===== config.mk =====
export PLATFORM = sky130hd
export DESIGN_NAME = password_lockout_ctrl
export DESIGN_NICKNAME = d
export VERILOG_FILES = /design/src/rtl/pw_pkg.sv /design/src/rtl/seg7_digit.sv /design/src/rtl/password_lockout_ctrl.sv
export SDC_FILE = /design/constraint.sdc
export NUM_CORES = 1
export LEC_CHECK = 0
export ABC_AREA = 1
export CAP_MARGIN = 20
export CORE_MARGIN = 5
export CORE_UTILIZATION = 47
export CTS_CLUSTER_SIZE = 30
export DETAILED_ROUTE_END_ITERATION = 8
export GPL_ROUTABILITY_DRIVEN = 0
export GPL_TIMING_DRIVEN = 1
export PLACE_DENSITY = 0.84
export SETUP_SLACK_MARGIN = 0.15
export SYNTH_ARGS = -nofsm -noshare
export SYNTH_HDL_FRONTEND = slang
export SYNTH_HIERARCHICAL = 1
export SYNTH_SLANG_ARGS = --single-unit

===== constraint.sdc =====
create_clock -name clk -period 2.3 [get_ports clk]
set_input_delay 0.46 -clock clk [delete_from_list [all_inputs] [get_ports clk]]
set_output_delay 0.46 -clock clk [all_outputs]
set_load 0.01 [all_outputs]

===== src/rtl/pw_pkg.sv =====
// Shared state encoding and active-low 7-segment glyphs
// for the password lockout controller.
package pw_pkg;

  typedef enum logic [1:0] {
    ARMED    = 2'd0,
    OPEN     = 2'd1,
    LOCKED   = 2'd2,
    WAIT_CLR = 2'd3
  } state_t;

  // Segment order is {g,f,e,d,c,b,a}, low = lit
  localparam logic [6:0] SEG_O     = 7'b1000000;
  localparam logic [6:0] SEG_GUION = 7'b0111111;
  localparam logic [6:0] SEG_BLANK = 7'b1111111;
  localparam logic [6:0] SEG_D0    = 7'b1000000;
  localparam logic [6:0] SEG_D1    = 7'b1111001;
  localparam logic [6:0] SEG_D2    = 7'b0100100;
  localparam logic [6:0] SEG_D3    = 7'b0110000;
  localparam logic [6:0] SEG_D4    = 7'b0011001;
  localparam logic [6:0] SEG_D5    = 7'b0010010;
  localparam logic [6:0] SEG_D6    = 7'b0000010;
  localparam logic [6:0] SEG_D7    = 7'b1111000;
  localparam logic [6:0] SEG_D8    = 7'b0000000;
  localparam logic [6:0] SEG_D9    = 7'b0010000;

endpackage


===== src/rtl/seg7_digit.sv =====
// 4-bit value to active-low 7-segment code;
// values above 9 are blanked.
module seg7_digit
  import pw_pkg::*;
(
  input  logic [3:0] i_val,
  output logic [6:0] o_seg
);

  always_comb begin
    o_seg = SEG_BLANK;
    unique case (i_val)
      4'd0:    o_seg = SEG_D0;
      4'd1:    o_seg = SEG_D1;
      4'd2:    o_seg = SEG_D2;
      4'd3:    o_seg = SEG_D3;
      4'd4:    o_seg = SEG_D4;
      4'd5:    o_seg = SEG_D5;
      4'd6:    o_seg = SEG_D6;
      4'd7:    o_seg = SEG_D7;
      4'd8:    o_seg = SEG_D8;
      4'd9:    o_seg = SEG_D9;
      default: o_seg = SEG_BLANK;
    endcase
  end

endmodule


===== src/rtl/password_lockout_ctrl.sv =====
// Lockout/unlock sequencer around the password checker:
// counts failed tries, times the lockout and open windows.
module password_lockout_ctrl
  import pw_pkg::*;
#(
  parameter int MAX_TRIES  = 3,
  parameter int LOCK_TICKS = 9,
  parameter int OPEN_TICKS = 5
) (
  input  logic       clk,
  input  logic       rst,
  input  logic       tick,
  input  logic       done_pulse,
  input  logic       error_pulse,
  input  logic       sw_any,
  output logic       checker_en,
  output logic       checker_clr,
  output logic       unlocked,
  output logic       locked,
  output logic [1:0] tries_left,
  output logic [6:0] HEX4
);

  localparam logic [1:0] MAX_T   = 2'(MAX_TRIES);
  localparam logic [3:0] LOCK_LD = 4'(LOCK_TICKS);
  localparam logic [3:0] OPEN_LD = 4'(OPEN_TICKS);

  state_t     r_state;
  logic [1:0] r_fail_cnt;
  logic [3:0] r_lock_cnt;
  logic [3:0] r_open_cnt;

  state_t     w_state_nxt;
  logic [1:0] w_fail_nxt;
  logic [3:0] w_lock_nxt;
  logic [3:0] w_open_nxt;
  logic [3:0] w_seg_val;
  logic [6:0] w_seg;

  // Loads happen on the ARMED exit edge, so a tick there never
  // reaches the freshly loaded timer.
  always_comb begin
    w_state_nxt = r_state;
    w_fail_nxt  = r_fail_cnt;
    w_lock_nxt  = r_lock_cnt;
    w_open_nxt  = r_open_cnt;
    unique case (r_state)
      ARMED: begin
        if (error_pulse) begin
          if (r_fail_cnt + 2'd1 == MAX_T) begin
            w_state_nxt = LOCKED;
            w_fail_nxt  = 2'd0;
            w_lock_nxt  = LOCK_LD;
          end else begin
            w_fail_nxt = r_fail_cnt + 2'd1;
          end
        end else if (done_pulse) begin
          w_state_nxt = OPEN;
          w_fail_nxt  = 2'd0;
          w_open_nxt  = OPEN_LD;
        end
      end
      OPEN: begin
        if (tick && r_open_cnt != 4'd0) begin
          w_open_nxt = r_open_cnt - 4'd1;
          if (r_open_cnt == 4'd1)
            w_state_nxt = WAIT_CLR;
        end
      end
      LOCKED: begin
        if (tick && r_lock_cnt != 4'd0) begin
          w_lock_nxt = r_lock_cnt - 4'd1;
          if (r_lock_cnt == 4'd1)
            w_state_nxt = WAIT_CLR;
        end
      end
      WAIT_CLR: begin
        if (!sw_any)
          w_state_nxt = ARMED;
      end
      default: w_state_nxt = ARMED;
    endcase
  end

  always_ff @(posedge clk or negedge rst) begin
    if (!rst) begin
      r_state    <= ARMED;
      r_fail_cnt <= 2'd0;
      r_lock_cnt <= 4'd0;
      r_open_cnt <= 4'd0;
    end else begin
      r_state    <= w_state_nxt;
      r_fail_cnt <= w_fail_nxt;
      r_lock_cnt <= w_lock_nxt;
      r_open_cnt <= w_open_nxt;
    end
  end

  always_comb begin
    checker_en  = (r_state == ARMED);
    checker_clr = (r_state != ARMED);
    unlocked    = (r_state == OPEN);
    locked      = (r_state == LOCKED);
    tries_left  = locked ? 2'd0 : MAX_T - r_fail_cnt;
  end

  assign w_seg_val = locked ? r_lock_cnt
                            : {2'b00, tries_left};

  seg7_digit u_seg (
    .i_val (w_seg_val),
    .o_seg (w_seg)
  );

  always_comb begin
    HEX4 = w_seg;
    if (r_state == OPEN)
      HEX4 = SEG_O;
    else if (r_state == WAIT_CLR)
      HEX4 = SEG_GUION;
  end

endmodule


Yosys cells after proc, flatten, opt, wreduce, memory -nomap -nowiden

Memory sizes are Yosys's and may differ from the RTL's.
Cells that the tools add are included.

Register bits after elaboration: 12
Memory bits (read-only): 112
Input bits: 6
Output and inout bits: 13
Memories: 1

Memories:

| memory           | words | bits a word | rd ports | clocked after Yosys merged registers in | wr ports | RTL line         | source |
|---|---|---|---|---|---|---|---|
| (name not given) | 16    | 7           | 1        | 0                                       | 0        | seg7_digit.sv:12 | `unique case (i_val)` |

$add $sub $neg: 4
Equal/unequal tests: 17
Multiplexer cells: 24
Reduce and logical (&&, ||, !) cells: 13

Operator list:

| cell                | number |
|---|---|
| $mux 4              | 7 |
| $mux 2              | 12 |
| $pmux 4 s2          | 2 |
| $mux 7              | 2 |
| $ne 2x1->1 const B  | 5 |
| $eq 4x1->1 const B  | 2 |
| $ne 2x2->1 const B  | 4 |
| $pmux 2 s4          | 1 |
| $reduce_and 4->1    | 2 |
| $reduce_bool 2->1   | 4 |
| $reduce_bool 4->1   | 2 |
| $sub 4x1->4 const B | 2 |
| $reduce_and 7->1    | 1 |
| $eq 2x2->1 const B  | 3 |
| $ne 3x2->1 const B  | 1 |
| $ne 3x3->1 const B  | 1 |
| $add 2x1->2 const B | 1 |
| $eq 2x1->1 const B  | 1 |
| $logic_and 1x1->1   | 2 |
| $logic_not 2->1     | 1 |
| $reduce_and 2->1    | 1 |
| $sub 2x2->2 const A | 1 |

Longest topological paths before layout

Gate-level depths: netlist of run 1.
An unclocked memory read counts as a cell.

Depth after elaboration: 6
Mapped depth: 13

Modules after synthesis

Netlist of run 1, hierarchy kept.

Modules (own cells, without submodules):

| module                | instances | cells an instance | area an instance (µm²) |
|---|---|---|---|
| password_lockout_ctrl | 1         | 138               | 925.9 |
| seg7_digit            | 1         | 35                | 187.7 |

Worst setup path after synthesis of run 1

OpenSTA, ideal clock, no wires.

Kind: flip-flop to output port
From: register r_state[0]
To: output HEX4[3]
Arrival: 2146 ps
Path slack: -306 ps
Cell stages (with the launch flop): 13
Path buffers: 1
Path through: dfrtp_1 -> inv_1 -> ha_1 -> buf_4 -> nor2_1 -> o21bai_1 -> inv_1 -> ha_1 -> nand2_1 -> nand3_1 -> nand2_1 -> nand2_1 -> nand2_1

Longest elaborated chain between the ends: 6
Elaborated cells between the ends (all ways): 8
Those cells by class: eq/ne: 3; mux: 4; memory: 1

RTL lines:

| item                     | RTL line                     | source |
|---|---|---|
| start: declaration       | password_lockout_ctrl.sv:28  | `state_t r_state;` |
| start signal: assignment | password_lockout_ctrl.sv:92  | `r_state <= w_state_nxt;` |
| $eq 2x2->1               | password_lockout_ctrl.sv:103 | `locked = (r_state == LOCKED);` |
| named net locked         | password_lockout_ctrl.sv:19  | `output logic locked,` |
| $mux 2                   | password_lockout_ctrl.sv:104 | `tries_left = locked ? 2'd0 : MAX_T - r_fail_cnt;` |
| named net tries_left[1]  | password_lockout_ctrl.sv:20  | `output logic [1:0] tries_left,` |
| $mux 4                   | password_lockout_ctrl.sv:107 | `assign w_seg_val = locked ? r_lock_cnt` |
| named net w_seg_val[1]   | password_lockout_ctrl.sv:37  | `logic [3:0] w_seg_val;` |
| $mem_v2 16x7             | -                            |  |
| named net w_seg[3]       | password_lockout_ctrl.sv:38  | `logic [6:0] w_seg;` |
| $mux 7                   | password_lockout_ctrl.sv:119 | `else if (r_state == WAIT_CLR)` |
| $mux 7                   | password_lockout_ctrl.sv:117 | `if (r_state == OPEN)` |
| end: declaration         | password_lockout_ctrl.sv:21  | `output logic [6:0] HEX4` |

The timed path passes the listed nets, and every way through them passes these cells.

Worst setup path in the final report of run 1

From: register r_state[0]
To: output HEX4[6]

Longest elaborated chain between the ends: 6
Elaborated cells between the ends (all ways): 8
Those cells by class: eq/ne: 3; mux: 4; memory: 1

RTL lines:

| item                   | RTL line |
|---|---|
| $eq 2x2->1 *           | password_lockout_ctrl.sv:103 |
| $mux 2                 | password_lockout_ctrl.sv:104 |
| $mux 4 *               | password_lockout_ctrl.sv:107 |
| named net w_seg_val[1] | password_lockout_ctrl.sv:37 |
| $mem_v2 16x7 *         | - |
| named net w_seg[6]     | password_lockout_ctrl.sv:38 |
| $mux 7 *               | password_lockout_ctrl.sv:119 |
| $mux 7 *               | password_lockout_ctrl.sv:117 |

The timed path passes the listed nets; every way through them passes the cells marked *.

==> results_dict.tcl, run 1 <==
set metrics [dict create \
    status "finished, violations left" \
    violations "negative setup slack" \
    grt_first_pass_wirelength_mm 4.62 \
    synthDistinctLibCells 20 \
    worst_slack_ps -118 \
    vias_per_cell 4.90 \
    post-route-period-util_pct 105 \
    drv_cap 0 \
    core_area_sq_mm 0.00223 \
    clk_latency_ps 260 \
    power_density_mw_per_mm2 1620 \
    synth_edf_count 0 \
    cp_max_fo 8 \
    antenna_found_initial 0 \
    ys_top_cells_by_count "73 x nand2_1, 24 x inv_1, 15 x ha_1" \
    cts_hold_buf 0 \
    synth_top_area_share_pct 27.0 \
    cts-htree-levels 1 \
    grt_use_met1_pct 18.0 \
    ctsRootBufferMaster "clkbuf_4" \
    max_slew_margin_pct 62.4 \
    stdcell_count 244 \
    rsz0062_at_grt "true" \
    power.leakage_nw 0.914 \
    clock-sinks 12 \
    p_int_mw 1.41 \
    grt.total_usage_pct 17.1 \
    hp-class "flip-flop to flip-flop" \
    gr-total-overflow 0 \
    critPathLaunchType "flip-flop" \
    clk_pin_slew_ps 70 \
    cp.arrival_ps 1960 \
    routed_wl_mm 2.72 \
    cts_tree "built" \
    synth_nets 194 \
    synth.area.top_cells "dfrtp_1 27%, nand2_1 25%, ha_1 17%" \
    syn_inst 173 \
    first_global_vias 1214 \
    fin_worst_skew_ps 2.78 \
    hold_violations 0 \
    total_power_mw 2.69 \
    drv_slew 0 \
    synth_most_common_cell "nand2_1" \
    layout.nets 239 \
    met2_usage_pct 31.3 \
    drc 0 \
    rows 17 \
    numPortBuffers 18 \
    required_ps 1840 \
    clockPowerShare_pct 4.5 \
    max_freq_mhz 414 \
    synth_area_leader_cell "dfrtp_1" \
    numCtsBuffers 3 \
    boundaryPins 19 \
    ys_async_sr_fraction_pct 100 \
    die-area_sq_mm 0.00344 \
    drt_iter0_markers 35 \
    combPwrFrac_pct 80.6 \
    ys_warn_count 6 \
    hpwl_mm 2.09 \
    syn_to_final_growth_pct 49.3 \
    p_sw_share_pct 47.6 \
    grt_max_degree 13 \
    drtAntennaViolNets 0 \
    n_antenna_cell 0 \
    initial_core_util_pct 49.9 \
    top_usage_layer "met2" \
    vias 1196 \
    syn_avg_cell_area_sq_um 6.44 \
    die_w_um 58.7 \
    cp-end-kind "primary output" \
    p_sw_mw 1.28 \
    finalCriticalPeriod_ps 2420 \
    dp_cells 233 \
    synth_seq_cells 12 \
    dieHeight_um 58.7 \
    setup_viol 8 \
    seq_area_frac_synth_pct 27.0 \
    peakVddDrop_mv 1.07 \
    seq_power_share_pct 14.8 \
    clock_path_buffers 2 \
    drive_gt1_share_pct 30.6 \
    synth_ff_type "dfrtp_1" \
    criticalPathCategory "flip-flop to primary output" \
    grtUsageMet3_pct 2.85 \
    dr.pass1.iters 4 \
    wl_per_cell_um 11.2 \
    syn_area_sq_mm 0.00111 \
    tightest_slew_ps 562 \
]
[per-stage QoR]
stage          utilization, %  area (sq um)  TNS [ps]  hold slack [ps]  setup WS [ps]
3_3_place_gp             67.1          1500     -1020              474           -180
6_report                 74.5          1660      -472              492           -118
4_1_cts                  71.0          1590      -474              493          -87.6
2_1_floorplan               -          1180         0              164            110
5_1_grt                  74.5          1660     -1440              568           -230
3_5_place_dp             67.1          1500     -1290              476           -233
[cells in the final DEF, fill, tap and decap left out, drive strengths merged]
master          n
nand2          74
clkbuf          3
clkinv          1
o21ai          16
xnor2           2
o21a            1
o22ai           1
inv            27
a21oi           1
buf            30
nand3          12
nand4           2
dlymetal6s2s    4
ha             15
o21bai          1
nor2            7
dlygate4sd2     1
clkdlybuf4s50   6
dfrtp          12
[routing by layer]
metal	up-vias	share of wire [%]
met5	-	0
li1	624	-
met1	543	42
met4	0	1.3
met3	4	4.0
met2	25	53
[final timing paths]
check,startpoint,to,slack (ps),cells past startpoint
max,r_state[0],HEX4[6],-120,11
min,r_open_cnt[1],r_open_cnt[1],490,2
max reg2reg,r_state[0],r_lock_cnt[0],600,11
min reg2reg,r_open_cnt[1],r_open_cnt[1],490,2
max in group asynchronous,rst,r_lock_cnt[0],1370,1
min in group asynchronous,rst,r_lock_cnt[3],560,1
[power groups by stage]
stage	Clock (mW)	Sequential, mW	Combinational, mW
floorplan	0	0.389	1.19
global placement	0	0.390	1.89
detailed placement	0	0.395	1.97
CTS	0.123	0.391	2.04
global route	0.142	0.411	2.43
finish	0.122	0.399	2.17
[critical path: stages, from the launching register on]
cell and delay [ps]:
dfrtp_1 390, inv_2 80, ha_4 230, nor2_4 40
o21bai_4 200, ha_2 200, nand2_2 80, o21ai_1 70
nand2_1 60, nand2_1 50, o21a_1 160, buf_2 130
[final cells by class]
type	count	area (sq um)
inverters	28	110
repair buffers	41	363
clock buffers	3	22.5
flip-flops and latches	12	300
fillers	157	571
well taps	28	35.0
multi-input cells	132	832
[sequential cells by signal (all words and copies together), names as in the netlist]
signal	count
r_state	2
r_fail_cnt	2
r_lock_cnt	4
r_open_cnt	4
[timing repair]
item	4_1_cts	5_1_grt
setup buffers	6	2
gates resized for setup	44	17
setup endpoints to repair	10	12
pin swaps	7	13
[cell families after synthesis]
logic type	Yosys count	share of synthesized area [%]
AO/OA/AOI/OAI	20	10.2
flip-flops	12	27.0
AND/OR/NAND/NOR	95	34.3
adder cells (fa/ha/maj)	15	16.9
XOR/XNOR	2	1.57
buffers and inverters	29	10.1
Power figures use the tool's default switching activity.
==> inputs of run 2 (changes only) <==
--- a/config.mk
+++ b/config.mk
@@ -6,7 +6,6 @@
 export NUM_CORES = 1
 export LEC_CHECK = 0
 export ABC_AREA = 1
-export CAP_MARGIN = 20
 export CORE_MARGIN = 5
 export CORE_UTILIZATION = 47
 export CTS_CLUSTER_SIZE = 30
==> results of run 2 <==
No change in the layout: final DEF, timing and power equal those of run 1.
==> edit, RTL diff (settings of run 1) <==
The 4 states of `state_t` get a Gray code encoding in 2 bits.
--- a/src/rtl/pw_pkg.sv
+++ b/src/rtl/pw_pkg.sv
@@ -4,8 +4,8 @@
 
   typedef enum logic [1:0] {
-    ARMED    = 2'd0,
-    OPEN     = 2'd1,
-    LOCKED   = 2'd2,
-    WAIT_CLR = 2'd3
+    ARMED    = 2'b00,
+    OPEN     = 2'b01,
+    LOCKED   = 2'b11,
+    WAIT_CLR = 2'b10
   } state_t;
 
Function: same outputs for any inputs over 10 cycles, from zero or initial values and one cycle with rst low; not proved beyond that.
==> edit against run 1 <==
  * Sequential power fell by 2%
  * Highest routed layer unchanged
  * Via count rose by 1.2%
  * Worst setup slack improved by 74 ps
  * Count of clock-buffer cells in the layout rose by 1
  * Total power rose by 7.6%
  * Sequential cell count did not move
  * Design area fell by 5.6%
  * Wire length rose by 16%
  * The run still ends with negative setup slack left
  * Register-to-register slack improved by 190 ps
  * Area after synthesis fell by 2.7%
==> edit: results (changes against run 1) <==
[critical_path]
timing.reg2reg.worst_path_depth = 10  ; -1
setup.worst_path.start = r_state[1]$_DFFE_PN0P_
cell_type_of_the_slowest_stage_on_the_worst_timing_path = dfrtp_2
critical_path.max_fanout = 4  ; -4
timing.rr.end = r_state[1]$_DFFE_PN0P_
rrSetupSlack_ps = 790  ; +190 ps

[status]
outcome = complete, but fails checks
failed_checks = negative setup slack

[clocking]
post_cts_buffers = 2  ; -4
worst_setup_hold_path_clk_slew_ps = 90  ; +20 ps
clk-insertion-delay-late_ps = 290  ; +30 ps

[route]
met2_wirelength_from_detailed_routing_um = 1630  ; +14%
met3_length_um = 192  ; +75%
detail_route.iter0.violations = 43  ; +23%
avgViaCountPerCell = 5.26  ; +7.3%
drt-met1-wl_um = 1260  ; +10%

[yosys]
library_cells_used_by_synthesis = 24  ; +20%

[place]
dp.final_hpwl_um = 2210  ; +5.9%
place.detailed.instances = 223  ; -4.3%
dp_worst_setup_slack_ps = -179  ; +53.3 ps
dpl-instance-area_um2 = 1440  ; -4.2%

[global_routing]
gr-usage-met3 = 0.0423  ; +0.0138
grt.total_usage = 0.202  ; +0.0309
first_pass_grt_wire_length_um = 5240  ; +13%
met1_usage = 0.217  ; +0.0373

[floorplanning]
initial_utilization = 0.490  ; -0.00878

[timing]
worst_clock_skew_ps = 3.19  ; +0.407 ps
final-setup-viol-count = 4  ; -4
post-route-worst-setup-slack_ps = -44.2  ; +73.9 ps
finalSetupTns_ps = -109  ; +363 ps

[power_and_ir_drop]
peakVddDrop_v = 0.00107  ; +0.32%

[final_layout]
final_net_count = 219  ; -8.4%

[worst_hold_path]
worstHoldPathType = in -> async

==> edit: cell count changes after synthesis, moves of 2 or more <==
cell	delta
ha_1	-5
inv_1	-6
nand2_1	-27
nand2_2	+3
nand3_1	+4
nor2_1	+18
nor2_4	+2
==> edit: layout make-up <==
type | count | area, um^2
tap | 28 | 35.0
inverter | 22 | 90.1
clock buffer | 4 | 36.3
timing repair buffer | 37 | 295
sequential | 12 | 303
multi-input combinational | 127 | 810
fill | 171 | 643
==> edit: logic make-up (layout without fill, tap and decap cells) <==
logic type	count (synthesis)	after routing	share of synthesized area
DFF	12	12	0.277
AOI/OAI and AO/OA	16	16	0.0935
buffers and inverters	23	63	0.0889
adders and majority gates	10	10	0.115
xor gates and xnor gates	2	2	0.0162
and+or+nand+nor	99	99	0.409
==> edit: where the power goes <==
group	switching, mW	internal, mW
Clock	0.0846	0.0965
Sequential	0.0749	0.317
Combinational	1.30	1.02
Total	1.46	1.43
